### src/rtl/pulse_analyzer_pkg.sv
// Shared sizes, FSM state type and pulse record layout for pulse_analyzer.
// The optional area accumulator is selected with PULSE_ANALYZER_AREA_EN.
package pulse_analyzer_pkg;

    localparam int SIZE_FILTER_DATA = 16;
    localparam int SIZE_TIMESTAMP   = 32;
    localparam int SIZE_WIDTH       = 8;
    localparam int SIZE_AREA        = SIZE_FILTER_DATA + SIZE_WIDTH;

    typedef enum logic [1:0] {
        IDLE,
        ACTIVE,
        HOLD
    } pulse_state_t;

    // "time" is a reserved word, so the peak timestamp field is peak_time.
    typedef struct packed {
        logic signed [SIZE_FILTER_DATA-1:0] amplitude;
        logic        [SIZE_TIMESTAMP-1:0]   peak_time;
        logic        [SIZE_WIDTH-1:0]       width;
        logic signed [SIZE_AREA-1:0]        area;
        logic                               pile_up;
    } pulse_record_t;

    // Signed add of one sample onto the area accumulator, clamped to the
    // representable range instead of wrapping.
    function automatic logic signed [SIZE_AREA-1:0] sat_add_area(
        input logic signed [SIZE_AREA-1:0]        acc,
        input logic signed [SIZE_FILTER_DATA-1:0] s
    );
        logic signed [SIZE_AREA:0] sum;
        sum = {acc[SIZE_AREA-1], acc}
            + {{(SIZE_AREA + 1 - SIZE_FILTER_DATA){s[SIZE_FILTER_DATA-1]}}, s};
        if (sum[SIZE_AREA] != sum[SIZE_AREA-1]) begin
            if (sum[SIZE_AREA]) begin
                return {1'b1, {(SIZE_AREA - 1){1'b0}}};
            end
            return {1'b0, {(SIZE_AREA - 1){1'b1}}};
        end
        return sum[SIZE_AREA-1:0];
    endfunction

endpackage

### src/rtl/pulse_analyzer_record_buffer.sv
// Single-entry valid/ready holding register for finished pulse records.
// A record arriving while the held one is still waiting is dropped and
// counted in a saturating lost counter.
module pulse_record_buffer
    import pulse_analyzer_pkg::*;
(
    input  logic          clk,
    input  logic          reset,
    input  logic          emit,
    input  pulse_record_t record_in,
    input  logic          ready,
    output logic          valid,
    output pulse_record_t record_out,
    output logic [7:0]    lost_count
);

    // Load on emit when the slot is free or being drained, otherwise drop and count.
    always_ff @(posedge clk or negedge reset) begin
        if (!reset) begin
            valid      <= 1'b0;
            record_out <= '0;
            lost_count <= 8'd0;
        end else if (emit) begin
            if (!valid || ready) begin
                record_out <= record_in;
                valid      <= 1'b1;
            end else if (lost_count != 8'hFF) begin
                lost_count <= lost_count + 8'd1;
            end
        end else if (valid && ready) begin
            valid <= 1'b0;
        end
    end

endmodule

### src/rtl/pulse_analyzer.sv
// Threshold-triggered pulse measurement on a filter output stream.
// Reports peak, peak timestamp, width, pile-up and (when built with
// PULSE_ANALYZER_AREA_EN) the saturating area of each pulse.
module pulse_analyzer
    import pulse_analyzer_pkg::*;
#(
    parameter int HOLDOFF   = 4,
    parameter int MAX_WIDTH = 64
) (
    input  logic                               clk,
    input  logic                               reset,
    input  logic signed [SIZE_FILTER_DATA-1:0] input_data,
    input  logic signed [SIZE_FILTER_DATA-1:0] threshold,
    input  logic                               pulse_ready,
    output logic                               pulse_valid,
    output logic signed [SIZE_FILTER_DATA-1:0] pulse_amplitude,
    output logic        [SIZE_TIMESTAMP-1:0]   pulse_time,
    output logic        [SIZE_WIDTH-1:0]       pulse_width,
    output logic signed [SIZE_AREA-1:0]        pulse_area,
    output logic                               pulse_pile_up,
    output logic        [7:0]                  lost_count
);

    localparam int HOLD_W = (HOLDOFF > 1) ? $clog2(HOLDOFF) : 1;
    localparam logic [HOLD_W-1:0] HOLD_LAST =
        (HOLDOFF > 0) ? HOLD_W'(HOLDOFF - 1) : '0;
    localparam logic [SIZE_WIDTH-1:0] WIDTH_SAT = '1;
    localparam logic PILE_AT_TRIGGER = (MAX_WIDTH <= 1);

    pulse_state_t state;
    pulse_state_t next_state;

    logic signed [SIZE_FILTER_DATA-1:0] sample;
    logic        [SIZE_TIMESTAMP-1:0]   sample_ts;
    logic        [SIZE_TIMESTAMP-1:0]   ts_counter;

    logic signed [SIZE_FILTER_DATA-1:0] thr_l;
    logic signed [SIZE_FILTER_DATA-1:0] peak;
    logic        [SIZE_TIMESTAMP-1:0]   peak_time;
    logic        [SIZE_WIDTH-1:0]       width;
    logic                               pile_up;
    logic signed [SIZE_AREA-1:0]        area_value;
    logic        [HOLD_W-1:0]           hold_cnt;

    logic trigger;
    logic extend;
    logic emit;

    pulse_record_t pending_record;
    pulse_record_t held_record;

    // Sample register, its capture timestamp and the free-running counter.
    always_ff @(posedge clk or negedge reset) begin
        if (!reset) begin
            sample     <= '0;
            sample_ts  <= '0;
            ts_counter <= '0;
        end else begin
            sample     <= input_data;
            sample_ts  <= ts_counter;
            ts_counter <= ts_counter + SIZE_TIMESTAMP'(1);
        end
    end

    // FSM state register.
    always_ff @(posedge clk or negedge reset) begin
        if (!reset) begin
            state <= IDLE;
        end else begin
            state <= next_state;
        end
    end

    // Next-state decode plus the trigger/extend/emit strobes for the datapath.
    always_comb begin
        next_state = state;
        trigger    = 1'b0;
        extend     = 1'b0;
        emit       = 1'b0;
        case (state)
            IDLE: begin
                if (sample >= threshold) begin
                    trigger    = 1'b1;
                    next_state = ACTIVE;
                end
            end
            ACTIVE: begin
                if (sample >= thr_l) begin
                    extend = 1'b1;
                end else begin
                    emit       = 1'b1;
                    next_state = (HOLDOFF == 0) ? IDLE : HOLD;
                end
            end
            HOLD: begin
                if (hold_cnt == HOLD_LAST) begin
                    next_state = IDLE;
                end
            end
            default: next_state = IDLE;
        endcase
    end

    // Holdoff counter runs only while in HOLD and restarts at zero otherwise.
    always_ff @(posedge clk or negedge reset) begin
        if (!reset) begin
            hold_cnt <= '0;
        end else if (state == HOLD) begin
            hold_cnt <= hold_cnt + HOLD_W'(1);
        end else begin
            hold_cnt <= '0;
        end
    end

    // Per-pulse measurements: latched threshold, peak (first of equals), width, pile-up.
    always_ff @(posedge clk or negedge reset) begin
        if (!reset) begin
            thr_l     <= '0;
            peak      <= '0;
            peak_time <= '0;
            width     <= '0;
            pile_up   <= 1'b0;
        end else if (trigger) begin
            thr_l     <= threshold;
            peak      <= sample;
            peak_time <= sample_ts;
            width     <= SIZE_WIDTH'(1);
            pile_up   <= PILE_AT_TRIGGER;
        end else if (extend) begin
            if (width != WIDTH_SAT) begin
                width <= width + SIZE_WIDTH'(1);
            end
            if (int'(width) + 1 >= MAX_WIDTH) begin
                pile_up <= 1'b1;
            end
            if (sample > peak) begin
                peak      <= sample;
                peak_time <= sample_ts;
            end
        end
    end

`ifdef PULSE_ANALYZER_AREA_EN
    logic signed [SIZE_AREA-1:0] area;

    // Saturating running sum of the samples that belong to the pulse.
    always_ff @(posedge clk or negedge reset) begin
        if (!reset) begin
            area <= '0;
        end else if (trigger) begin
            area <= sat_add_area('0, sample);
        end else if (extend) begin
            area <= sat_add_area(area, sample);
        end
    end

    assign area_value = area;
`else
    assign area_value = '0;
`endif

    // Assemble the record presented to the output buffer on emit.
    always_comb begin
        pending_record           = '0;
        pending_record.amplitude = peak;
        pending_record.peak_time = peak_time;
        pending_record.width     = width;
        pending_record.area      = area_value;
        pending_record.pile_up   = pile_up;
    end

    pulse_record_buffer u_buffer (
        .clk        (clk),
        .reset      (reset),
        .emit       (emit),
        .record_in  (pending_record),
        .ready      (pulse_ready),
        .valid      (pulse_valid),
        .record_out (held_record),
        .lost_count (lost_count)
    );

    assign pulse_amplitude = held_record.amplitude;
    assign pulse_time      = held_record.peak_time;
    assign pulse_width     = held_record.width;
    assign pulse_area      = held_record.area;
    assign pulse_pile_up   = held_record.pile_up;

endmodule

### config.mk
export PLATFORM = sky130hd
export DESIGN_NAME = pulse_analyzer
export DESIGN_NICKNAME = d
export VERILOG_FILES = /design/src/rtl/pulse_analyzer_pkg.sv /design/src/rtl/pulse_analyzer_record_buffer.sv /design/src/rtl/pulse_analyzer.sv
export SDC_FILE = /design/constraint.sdc
export NUM_CORES = 1
export LEC_CHECK = 0
export CORE_MARGIN = 4
export CORE_UTILIZATION = 43
export DETAILED_ROUTE_END_ITERATION = 8
export PLACE_DENSITY_LB_ADDON = 0.12
export SYNTH_ARGS = -nofsm -noshare
export SYNTH_HDL_FRONTEND = slang
export SYNTH_HIERARCHICAL = 1
export SYNTH_SLANG_ARGS = --single-unit
### constraint.sdc
create_clock -name clk -period 5.7 [get_ports clk]
set_input_delay 0.855 -clock clk [delete_from_list [all_inputs] [get_ports clk]]
set_output_delay 0.855 -clock clk [all_outputs]
set_load 0.02 [all_outputs]
==> results of run 1 <==
==> final timing paths <==
| check | start | end | slack, ns | cells after the start |
|---|---|---|---|---|
| worst max-delay path | sample[15] | peak_time[17] | 1.74 | 9 |
| worst min-delay path | reset | sample[5] | 0.36 | 1 |
| worst max register to register | sample[15] | peak_time[17] | 1.74 | 9 |
| worst min register to register | ts_counter[31] | sample_ts[31] | 0.40 | 0 |
| max in group asynchronous | reset | u_buffer/record_out[51] | 4.15 | 2 |
| min in group clk | ts_counter[31] | sample_ts[31] | 0.40 | 0 |
==> power by group <==
part	switching (µW)	leakage, µW	internal [µW]
Combinational	960	0.00244	935
Sequential	211	0.00319	2100
Clock	700	0.000457	1060
==> area by class of cell <==
cell class | count | share of cell area
clock inverters | 12 | 0.00994
well taps | 319 | 0.0311
repair buffers | 128 | 0.100
clock buffers | 38 | 0.0613
inverters | 55 | 0.0161
multi-input cells | 481 | 0.300
flip-flops and latches | 247 | 0.481
==> per-layer routing <==
| metal | up-vias | global-route usage |
|---|---|---|
| met5 | - | 0 |
| met4 | 0 | 0.0362 |
| met3 | 25 | 0.0286 |
| met2 | 92 | 0.244 |
| met1 | 2986 | 0.218 |
| li1 | 2997 | - |
==> metrics by stage <==
stage	worst slack, ns	hold WS (ns)
after global routing	1.52	0.416
after detailed placement	1.60	0.388
final	1.74	0.356
after global placement	1.77	0.389
after floorplan	2.58	0.372
after CTS	1.69	0.395
==> state kept, by name, indices dropped and copies added, names as in the netlist <==
signal and count:
sample 16, ts_counter 32, thr_l 16, width 8, peak_time 32, peak 16, u_buffer/record_out 81, u_buffer/valid 1
pile_up 1, sample_ts 32, state 2, u_buffer/lost_count 8, hold_cnt 2
==> logic make-up after synthesis <==
logic type      after synthesis
flops                       247
xor+xnor                     32
buf+inv                      73
fa+ha+maj                    52
other cells                   1
simple gates                166
compound gates               67
mux                         140
==> synth_stat cells, drive strengths merged (2+ instances only) <==
master and count:
xnor2 20, mux2i 5, nor3b 2, a21oi 16, inv 55, nand2 55, dfrtp 247, nor3 7
nand4 16, buf 13, a211oi 4, o31ai 2, nand4b 3, nor2 37, o211ai 5, and3 8
nand3 15, or3 3, o21bai 3, and2 2, ha 52, clkbuf 5, nor2b 2, xor2 12
and4 4, mux2 135, o21ai 27, nand2b 4
==> impl_summary.txt, run 1 <==
----------------------------------------------------
[Synthesis]
  Library cells used by synthesis ... 54
  Multiplexer fraction of the synthesized cell area ... 0.152
  Number of synthesized register bits ... 247
  Fraction of registers with async set or reset after synthesis ... 1.00
  Dominant synthesized flop cell ... sky130_fd_sc_hd__dfrtp_1
  Number of standard cells after synthesis ... 778
  Post-Syn Area ... 10,300 µm²
  Avg Cell Area, Syn ... 13.2 µm²
  Area share of the largest cell type after synthesis ... 0.600
  Main combinational cell family by area after synthesis ... multiplexers
  Complex-gate fraction of the synthesized area ... 0.0410
  Number of enable flip-flop cells after synthesis ... 0
  Adder-cell share of the synthesized area ... 0.0631
  Largest area contributor in the netlist ... sky130_fd_sc_hd__dfrtp_1
  Synth warnings ... 6
  Xor/xnor cell area share of the yosys netlist ... 0.0272
  Share of synthesized cell area in and, or, nand and nor gates ... 0.0810
  Fraction of the yosys area taken by sequential cells ... 0.600
  Top cells by area, synth ... sky130_fd_sc_hd__dfrtp_1 (60%), sky130_fd_sc_hd__mux2_2 (13%), sky130_fd_sc_hd__ha_1 (6.3%)

[Global route]
  Pin count of the biggest net entering global routing ... 138
  Number of antenna violations at the first check in global routing ... 0
  First-pass GRT wire length ... 33,400 µm
  Total congestion overflow ... 0
  All-Layer GR Usage ... 0.153
  Number of global-route vias before repair ... 6,521

[Die]
  Top Ports ... 125
  Core Area ... 23,500 µm²
  Die footprint ... between 20,000 and 30,000 µm²
  Horiz. Die Dim ... 163 µm
  Starting density of the core ... 0.438
  Rows ... 56
  Height of the die ... 163 µm

[Routing]
  # DRC ... 0
  Highest Signal Layer ... met4
  Number of vias after detailed routing ... 6,100
  Met3 Routed Length ... 806 µm
  Detail Route met2 WL ... around 8900 µm
  Vias/cell ... between 4 and 5
  Met1 Wirelength ... 9430 µm
  Initial detailed-routing violation count ... 303
  Number of iterations in the first detailed-routing pass ... 4
  Detailed-route wire length per cell ... 15.3 µm
  Antenna Nets Post-Route ... 0
  Total Wirelength ... 19,600 µm

[Clock tree]
  Quantity of hold-fixing buffers added after cts ... 0
  CTS root buf ... sky130_fd_sc_hd__clkbuf_16
  Clk buf depth ... 3
  Number of buffers inserted to repair setup after CTS ... 0
  Clk Latency, worst-skew pair ... roughly 0.54 ns
  Htree depth ... 1
  Clock-pin slew reported for the worst setup and hold paths after clock tree synthesis ... 0.06 ns
  TritonCTS clock tree ... done
  Number of clock buffers inserted by TritonCTS ... 27
  Post-cts resize count ... 0
  Sink count of the clock tree ... 247

[Critical path]
  Category of the worst setup path capture point ... flop
  Delay of the slowest cell on the worst path ... 0.60 ns
  Cell with the largest stage delay on the worst path ... sky130_fd_sc_hd__or4b_4
  Required time of the critical path ... between 6 and 7 ns
  Crit-path max FO ... 42
  Worst path arrival time ... roughly 4.4 ns
  Crit path buffers/inverters ... 1
  CP Cell Sequence ... ha_1 -> nand4_2 -> or4_1 -> a21oi_1 -> nor4b_1 -> or4b_4 -> o31ai_4 -> buf_4 -> mux2_2
  Kind of start point of the critical path ... flop
  Critical Setup Path Class ... flop to flop
  Family with the most delay on the worst path ... simple AND/OR/NAND/NOR gates

[Timing]
  Count of pins over their slew limit ... 0
  Clock period minus worst slack ... 3.96 ns
  Worst Clk Skew ... 0.0115 ns
  Normalized max-slew margin ... 0.441
  Ratio of final minimum period to clock period ... 0.695
  Setup repair after global routing missed its margin ... no
  Maximum operating frequency ... around 0.25 GHz
  Count of final hold-check violations ... 0
  Setup TNS after final layout ... 0 ns
  Setup violation total in the final timing report ... 0
  Transition at the pin with the smallest max-transition slack ... about 0.84 ns

[Finish]
  Final antenna diode count ... 0
  Fill cells ... 2,030
  Non-Filler Instances ... about 1,300
  Post-layout nets ... about 1,000
  Synthesis-to-finish area growth ... 24.6%
  Reg area ... 6180 µm²
  Most common cell after layout, fill and taps aside ... sky130_fd_sc_hd__dfrtp_1
  Post-Layout Inst Area ... 12,800 µm²
  Most frequent cells in the layout ... sky130_fd_sc_hd__dfrtp_1 (247), sky130_fd_sc_hd__clkdlybuf4s50_1 (123), sky130_fd_sc_hd__mux2_2 (115)
  Multi-input gate area in the final layout ... 3850 µm²
  Post-route core utilization ... 0.546
  Fraction of layout instances using a drive strength above 1 ... 0.180

[Power]
  Worst IR drop on VDD ... just under 0.0002 V
  Leakage dissipation ... between 0.006 and 0.007 µW
  Pwr Density ... roughly 460 nW/µm²
  Power, Total ... between 5000 and 6000 µW

[Hold path]
  Path class of the lowest-slack min-delay path ... input port to async pin

[Placed design]
  Detailed placement HPWL ... 13,000 µm
  Buffers on Ports ... around 120
  Final weighted congestion in routability-driven placement ... 0.769
  Placed Area ... 11,900 µm²
  Number of placed instances, taps included ... 1,230

[Flow run]
  Count of maximum capacitance violations ... 0

[Status]
  Result of the run ... completed

----------------------------------------------------
No activity file was read; power rests on OpenSTA's default activity.
==> run 2, diff against run 1 <==
Clock period 5.7 ns to 3.52 ns, I/O delays scaled along.
==> run 2 against run 1 <==
- largest cell class unchanged
- flip-flop and latch count unchanged
- critical path depth increased by 1
- critical path type unchanged
- total power increased by 63%
==> impl_summary.txt, run 2 (synthesized netlist as in run 1, its figures left out) <==
----------------------------------------------------
[Finish]
  Largest register by flop count ... u_buffer/record_out
  Reg area ... 6180 µm²
  Final antenna diode count ... 0
  Fraction of layout instances using a drive strength above 1 ... 0.192
  Post-layout nets ... 1,037
  Most common cell after layout, fill and taps aside ... sky130_fd_sc_hd__dfrtp_1
  Most frequent cells in the layout ... sky130_fd_sc_hd__dfrtp_1 (247), sky130_fd_sc_hd__clkdlybuf4s50_1 (123), sky130_fd_sc_hd__mux2_2 (115)
  Number of flip-flops in the largest register ... 81
  Multi-input gate area in the final layout ... slightly below 4000 µm²
  Synthesis-to-finish area growth ... 25.8%
  Post-Layout Inst Area ... 13,000 µm²
  Fill cells ... a little over 2,000

[Global route]
  Number of global-route vias before repair ... 6,461
  Total congestion overflow ... 0
  First-pass GRT wire length ... 33,700 µm
  Pin count of the biggest net entering global routing ... 100
  Number of antenna violations at the first check in global routing ... 1
  All-Layer GR Usage ... 0.154

[Routing]
  # DRC ... 0
  Number of vias after detailed routing ... 6,189
  Initial detailed-routing violation count ... between 200 and 300
  Number of iterations in the first detailed-routing pass ... 4
  Detailed-route wire length per cell ... around 15 µm
  Antenna Nets Post-Route ... 0
  Total Wirelength ... roughly 20,000 µm
  Vias/cell ... between 4 and 5

[Clock tree]
  Clk Latency, worst-skew pair ... 0.53 ns
  Htree depth ... 1
  Clock-pin slew reported for the worst setup and hold paths after clock tree synthesis ... 0.06 ns
  Clk buf depth ... 3
  Sink count of the clock tree ... between 200 and 250
  CTS root buf ... sky130_fd_sc_hd__clkbuf_16
  TritonCTS clock tree ... done
  Number of clock buffers inserted by TritonCTS ... 27

[Placed design]
  Placed Area ... 12,000 µm²
  Final weighted congestion in routability-driven placement ... 0.750
  Detailed placement HPWL ... 13,500 µm
  Buffers on Ports ... 124

[Timing]
  Maximum operating frequency ... 0.301 GHz
  Setup repair after global routing missed its margin ... no
  Count of pins over their slew limit ... 0
  Setup TNS after final layout ... 0 ns
  Worst Clk Skew ... 0.0126 ns
  Setup violation total in the final timing report ... 0
  Ratio of final minimum period to clock period ... 0.943
  Transition at the pin with the smallest max-transition slack ... 0.574 ns
  Count of final hold-check violations ... 0
  Normalized max-slew margin ... 0.617
  Clock period minus worst slack ... between 3 and 4 ns

[Die]
  Horiz. Die Dim ... about 160 µm
  Core Area ... about 24,000 µm²
  Height of the die ... 163 µm
  Starting density of the core ... 0.438
  Die footprint ... about 27,000 µm²
  Top Ports ... 125
  Rows ... 56

[Critical path]
  R2r worst-path depth ... 10
  Crit-path max FO ... 41
  Worst path arrival time ... approximately 3.7 ns
  Required time of the critical path ... 3.93 ns
  Category of the worst setup path capture point ... flop
  Kind of start point of the critical path ... flop
  Critical Setup Path Class ... flop to flop

[Flow run]
  Count of maximum capacitance violations ... 0

[Hold path]
  Path class of the lowest-slack min-delay path ... flop to flop
  Hold-critical path depth ... 0

[Status]
  Result of the run ... completed

[Power]
  Leakage dissipation ... approximately 0.006 µW
  Worst IR drop on VDD ... 0.000462 V
  Pwr Density ... 748 nW/µm²

----------------------------------------------------
## run 2: cell types whose count changed in the layout (fill, tap and decap cells not counted), moves of 3 or more
cell | previous run | this run
sky130_fd_sc_hd__buf_12 | 1 | 5
sky130_fd_sc_hd__buf_4 | 3 | 8
sky130_fd_sc_hd__clkbuf_1 | 4 | 0
sky130_fd_sc_hd__clkinvlp_4 | 1 | 4
## run 2: final cells by class
type                            count  area share
Multi-Input combinational cell    481       0.298
Clock inverter                     15     0.00878
Inverter                           55      0.0159
Sequential cell                   247       0.477
Timing Repair Buffer              138       0.109
Tap cell                          319      0.0308
Clock buffer                       35      0.0606
## run 2: routing by layer
metal | global-route usage | part of all wire | vias up
li1 | - | - | 3023
met3 | 0.0339 | 0.047 | 32
met2 | 0.252 | 0.46 | 103
met1 | 0.213 | 0.47 | 3029
met4 | 0.0358 | 0.021 | 2
met5 | 0 | 0.00066 | -
## run 2: worst paths after layout
kind	slack [ns]	start	endpoint
max	0.20	thr_l[15]	peak_time[17]
min	0.41	ts_counter[31]	sample_ts[31]
max reg2reg	0.20	thr_l[15]	peak_time[17]
min reg2reg	0.41	ts_counter[31]	sample_ts[31]
max in group asynchronous	2.06	reset	sample_ts[17]
min in group asynchronous	0.54	reset	u_buffer/record_out[70]
## run 2: where the power goes
part	switching, µW	total, µW	internal [µW]	leakage, µW
registers	340	3740	3410	0.00319
clock network	1130	2770	1650	0.000445
logic	1580	3180	1600	0.00250
## run 2: timing repair
action                                  CTS  global route
buffers inserted                          0             0
gates resized for setup                   0             1
hold endpoints to repair                 70             0
endpoints found under the setup margin    0             1
hold buffers                              1             0
## run 2: metrics by stage
stage	total power [µW]	utilization	hold WS [ns]	worst slack (ns)	instances
2_1_floorplan	5850	-	0.232	0.398	801
3_3_place_gp	6960	0.512	0.389	0.258	1239
3_5_place_dp	7030	0.512	0.393	0.203	1239
4_1_cts	9880	0.550	0.406	0.171	1290
5_1_grt	10300	0.551	0.412	0.0135	1290
6_report	9700	0.551	0.405	0.201	1290
## run 2: worst max-delay path: stages (launching register included)
cell	delay, ns
sky130_fd_sc_hd__dfrtp_1	0.37
sky130_fd_sc_hd__inv_1	0.06
sky130_fd_sc_hd__ha_1	0.36
sky130_fd_sc_hd__nand4_4	0.14
sky130_fd_sc_hd__or4_1	0.55
sky130_fd_sc_hd__a21oi_1	0.13
sky130_fd_sc_hd__nor4b_1	0.08
sky130_fd_sc_hd__or4b_4	0.51
sky130_fd_sc_hd__o31ai_4	0.32
sky130_fd_sc_hd__buf_12	0.29
sky130_fd_sc_hd__mux2_2	0.37
